### config.mk
export PLATFORM = sky130hd
export DESIGN_NAME = reg_file_sb
export DESIGN_NICKNAME = d
export VERILOG_FILES = /design/src/rtl/reg_file_sb.sv
export SDC_FILE = /design/constraint.sdc
export NUM_CORES = 1
export LEC_CHECK = 0
export BUFFER_PORTS_ARGS = -buffer_cell sky130_fd_sc_hd__buf_4
export CAP_MARGIN = 20
export CORE_MARGIN = 1.5
export CORE_UTILIZATION = 68
export DETAILED_ROUTE_END_ITERATION = 6
export PLACE_DENSITY = 0.82
export SLEW_MARGIN = 40
export SYNTH_ARGS = -nofsm -noshare
export SYNTH_HDL_FRONTEND = slang
export SYNTH_SLANG_ARGS = --single-unit
### constraint.sdc
create_clock -name clk -period 23.6 [get_ports clk]
set_input_delay 1.18 -clock clk [delete_from_list [all_inputs] [get_ports clk]]
set_output_delay 1.18 -clock clk [all_outputs]
set_load 0.005 [all_outputs]
### src/rtl/reg_file_sb.sv
// Register file with 2 registered read ports, 1 write port and a per-entry pending scoreboard.
// Optional same-edge write-to-read forwarding is enabled by defining REG_FILE_BYPASS_EN.
module reg_file_sb #(
    parameter int DATA_W = 8,
    parameter int ADDR_W = 5
) (
    input  logic              clk,
    input  logic              rst,
    input  logic              rd_en_1,
    input  logic [ADDR_W-1:0] read_add_1,
    input  logic              rd_en_2,
    input  logic [ADDR_W-1:0] read_add_2,
    input  logic              wr_en,
    input  logic [ADDR_W-1:0] write_add,
    input  logic [DATA_W-1:0] write_inp,
    input  logic              rsv_en,
    input  logic [ADDR_W-1:0] rsv_add,
    output logic [DATA_W-1:0] read_out_1,
    output logic [DATA_W-1:0] read_out_2,
    output logic              rd_vld_1,
    output logic              rd_vld_2,
    output logic              pend_1,
    output logic              pend_2,
    output logic [ADDR_W:0]   pend_cnt
);
    localparam int DEPTH = 2 ** ADDR_W;
    localparam logic [ADDR_W:0] CNT_ONE = 1;

    logic [DATA_W-1:0] mem [DEPTH];
    logic [DEPTH-1:0]  pending;
    logic              cnt_inc;
    logic              cnt_dec;
    logic [DATA_W-1:0] rdata_1;
    logic [DATA_W-1:0] rdata_2;
    logic              rpend_1;
    logic              rpend_2;

    // A same-address reservation overrides the write's clear, so no decrement then.
    always_comb begin
        cnt_inc = rsv_en && !pending[rsv_add];
        cnt_dec = wr_en && pending[write_add] && !(rsv_en && (rsv_add == write_add));
    end

    always_comb begin
        rdata_1 = mem[read_add_1];
        rpend_1 = pending[read_add_1];
        rdata_2 = mem[read_add_2];
        rpend_2 = pending[read_add_2];
`ifdef REG_FILE_BYPASS_EN
        if (wr_en && (write_add == read_add_1)) begin
            rdata_1 = write_inp;
            rpend_1 = 1'b0;
        end
        if (wr_en && (write_add == read_add_2)) begin
            rdata_2 = write_inp;
            rpend_2 = 1'b0;
        end
`endif
    end

    always_ff @(posedge clk or posedge rst) begin
        if (rst) begin
            for (int i = 0; i < DEPTH; i++) begin
                mem[i] <= '0;
            end
            pending <= '0;
        end else begin
            if (wr_en) begin
                mem[write_add]     <= write_inp;
                pending[write_add] <= 1'b0;
            end
            if (rsv_en) begin
                pending[rsv_add] <= 1'b1;
            end
        end
    end

    always_ff @(posedge clk or posedge rst) begin
        if (rst) begin
            pend_cnt <= '0;
        end else begin
            case ({cnt_inc, cnt_dec})
                2'b10:   pend_cnt <= pend_cnt + CNT_ONE;
                2'b01:   pend_cnt <= pend_cnt - CNT_ONE;
                default: pend_cnt <= pend_cnt;
            endcase
        end
    end

    // Read stage: data/pending captured only on request, strobe every cycle.
    always_ff @(posedge clk or posedge rst) begin
        if (rst) begin
            read_out_1 <= '0;
            read_out_2 <= '0;
            pend_1     <= 1'b0;
            pend_2     <= 1'b0;
            rd_vld_1   <= 1'b0;
            rd_vld_2   <= 1'b0;
        end else begin
            rd_vld_1 <= rd_en_1;
            rd_vld_2 <= rd_en_2;
            if (rd_en_1) begin
                read_out_1 <= rdata_1;
                pend_1     <= rpend_1;
            end
            if (rd_en_2) begin
                read_out_2 <= rdata_2;
                pend_2     <= rpend_2;
            end
        end
    end
endmodule

==> run_results.csv <==
group,metric,value,unit
clocking,hold_buffers,0,
setup_path,crit_fanout,17,
floorplan,dieArea,0.0268,mm2
floorplan,coreArea,0.0253,mm2
route,postRouteWirelength,48100,um
setup_path,worstSetupStartpointType,"primary input",
logic_synthesis,post-synth-top-count-cell,"dfrtp_1",
pwr,ir_worst_vdd,0.0640,mV
route,antenna_left,0,
placement,place_ws,19.29,ns
logic_synthesis,async_flop_share,100,%
finish,nFillCells,1658,
logic_synthesis,ys_ff_latch,314,
route,drc,0,
logic_synthesis,synth-edff-count,0,
floorplan,pin_count,60,
sta,hold_violations,0,
worst_hold_path,hold_path.class,"flip-flop to flip-flop",
floorplan,die_x,164,um
clocking,clockRootBuffer,"clkbuf_16",
sta,relSlewSlack,46.9,%
logic_synthesis,synthDistinctLibCells,45,
sta,rsz0062_at_grt,"no",
sta,tightest_slew,0.796,ns
logic_synthesis,syn_area,0.0176,mm2
route,first_pass_iters,5,
sta,final.setup.tns,0,ns
route,via_per_inst,7.16,
sta,fmax,264,MHz
logic_synthesis,synth_commonest_cells,"dfrtp_1 (314), mux2i_1 (290), mux2_2 (274)",
setup_path,cpLargestDelayFamily,"multiplexers",
sta,skew,0.0230,ns
grt,grt_pass1_wl,74600,um
setup_path,critPathBufInv,1,
placement,hpwl,30100,um
logic_synthesis,ys_seq_area_share,44.7,%
sta,finalWorstSetupSlack,19.81,ns
logic_synthesis,synth_flop_cell,"dfrtp_1",
logic_synthesis,yosysTopAreaCell,"dfrtp_1",
logic_synthesis,synth_cells,1433,
setup_path,critPathKind,"primary input to flip-flop",
grt,grt_max_degree,129,
setup_path,crit_top_cell,"ha_1",
sta,fin_crit_sh,16.1,%
sta,min_period,3.79,ns
logic_synthesis,yosys_warnings,0,
setup_path,crit_required,24.04,ns
floorplan,num_rows,58,
grt,overflow,0,
route,vias,12800,
logic_synthesis,synth_top_area_share,44.7,%
placement,port_buffers,59,
route,routedWlPerCell,26.9,um
clocking,clk_pin_slew,0.06,ns
clocking,cts_setup_buffers,0,
finish,nets,1468,
pwr,p_per_area,86.1,mW/mm2
job,cap_viol_max_count,0,
grt,grt_use_total,36.7,%
setup_path,worst_ep_arrival_time,4.23,ns
setup_path,r2r_setup_slack,20.30,ns
floorplan,die_h,164,um
setup_path,slowest_stage,"mux4_1",
finish,drive_gt1_share,30.9,%
sta,setup_violations,0,
setup_path,path_cells,"buf_4 -> mux4_1 -> mux4_2 -> mux2i_1 -> nand4_1 -> ha_1 -> ha_1 -> a21o_1 -> a21oi_1 -> or4_1 -> nand3_1 -> xor2_1",
placement,place.gp.congestion,0.911,
sta,slew_viol_final,0,
logic_synthesis,synth_area_leaders,"dfrtp_1 (45%), mux2_2 (18%), mux2i_1 (17%)",
setup_path,max_stage_delay,0.57,ns
setup_path,endpoint_kind,"flip-flop",
clocking,cts_buffer_depth,3,
clocking,clk_latency,0.53,ns
finish,area_growth,9.49,%
clocking,cts_tree,"done",
clocking,cts_made_buffers,35,
logic_synthesis,syn-num-nets,1473,
outcome,status,"completed",
pwr,p_leak,8.82,nW
clocking,cts.repair.resized,0,
grt,grt_pass1_vias,12900,
clocking,h-tree-depth,2,
grt,antenna_found_initial,1,
logic_synthesis,avgSynthCellArea,12.3,um2
route,drt_iter0_markers,1341,
floorplan,start_util,69.6,%
clocking,cts_num_sinks,314,
==> final timing paths <==
| check | end | start | cells past startpoint |
|---|---|---|---|
| setup / recovery | pend_cnt[5] | rsv_add[1] | 12 |
| hold / removal | pend_cnt[5] | pend_cnt[5] | 1 |
| setup reg to reg | pend_cnt[5] | pending[17] | 11 |
| hold reg to reg | pend_cnt[5] | pend_cnt[5] | 1 |
| max in group asynchronous | mem[208] | rst | 3 |
| min in group asynchronous | mem[77] | rst | 2 |
==> stage by stage <==
step           instance area [um2]  total power [W]  cells  hold slack [ns]  util (%)
2_1_floorplan                17600         0.000991   1433            0.465         -
3_3_place_gp                 18000          0.00108   1721            0.467      71.4
3_5_place_dp                 18100          0.00110   1721            0.462      71.5
4_1_cts                      19200          0.00165   1785            0.476      76.1
5_1_grt                      19200          0.00172   1785            0.499      76.2
6_report                     19200          0.00166   1786            0.471      76.2
==> per-layer routing <==
layer / wire length, um / global-route usage [%] / vias up
li1: - / - / 5425
met1: 19400 / 50.4 / 6535
met2: 22200 / 57.0 / 680
met3: 4260 / 6.29 / 141
met4: 2170 / 17.8 / 0
met5: 0 / 0 / -
==> cell families (layout without fill, tap and decap cells) <==
family / Yosys count / count (layout) / share of synthesized area, %
multiplexers: 581 / 581 / 36.3
flip-flops: 314 / 314 / 44.7
AO/OA/AOI/OAI: 279 / 279 / 10.4
buffers and inverters: 123 / 145 / 3.31
AND/OR/NAND/NOR: 120 / 120 / 4.27
XOR/XNOR: 10 / 10 / 0.499
adder cells (fa/ha/maj): 6 / 6 / 0.470
other: 0 / 1 / 0
==> area by class of cell <==
| class | instances | area [um2] | area share [%] |
|---|---|---|---|
| antenna | 1 | 2.50 | 0.0130 |
| clock buffer | 55 | 1030 | 5.37 |
| clock inverter | 9 | 135 | 0.702 |
| inverter | 8 | 42.5 | 0.221 |
| multi-input combinational | 996 | 9170 | 47.7 |
| sequential | 314 | 7860 | 40.8 |
| tap | 330 | 413 | 2.15 |
| timing repair buffer | 73 | 583 | 3.03 |
==> registers in the layout, summed over array words and instances, names as in the netlist <==
signal and count:
mem 256, pend_1 1, pend_2 1, pend_cnt 6
pending 32, rd_vld_1 1, rd_vld_2 1, read_out_1 8
read_out_2 8
==> placed cells by master (no fill, tap or decap), drive strengths merged, types with 2 or more instances in the layout <==
master  Yosys  routed
mux2      274     274
nand3b      8       8
nor3        3       3
mux4       17      17
xor2        3       3
nand4       2       2
a21oi      75      75
or2         4       4
clkbuf     51      57
a22oi     145     145
nor2       21      21
inv         8       9
dfrtp     314     314
nand3       5       5
xnor2       7       7
nand2b      6       6
a22o       16      16
nand2      26      26
nor3b       9       9
ha          5       5
nor4       20      20
and2        2       2
o21ai      38      38
and3b       2       2
or3b        2       2
nor2b       6       6
mux2i     290     290
clkinv      0       5
and3        2       2
bufinv      0       3
buf        64      71
a21o        2       2
==> power breakdown <==
group	leakage, nW	switching (W)	total (W)	internal (W)
clock	0.572	0.000222	0.000557	0.000335
sequential	3.97	0.0000963	0.000745	0.000649
combinational	4.27	0.000165	0.000354	0.000189
total	8.82	0.000484	0.00166	0.00117
Power figures use the tool's default switching activity.
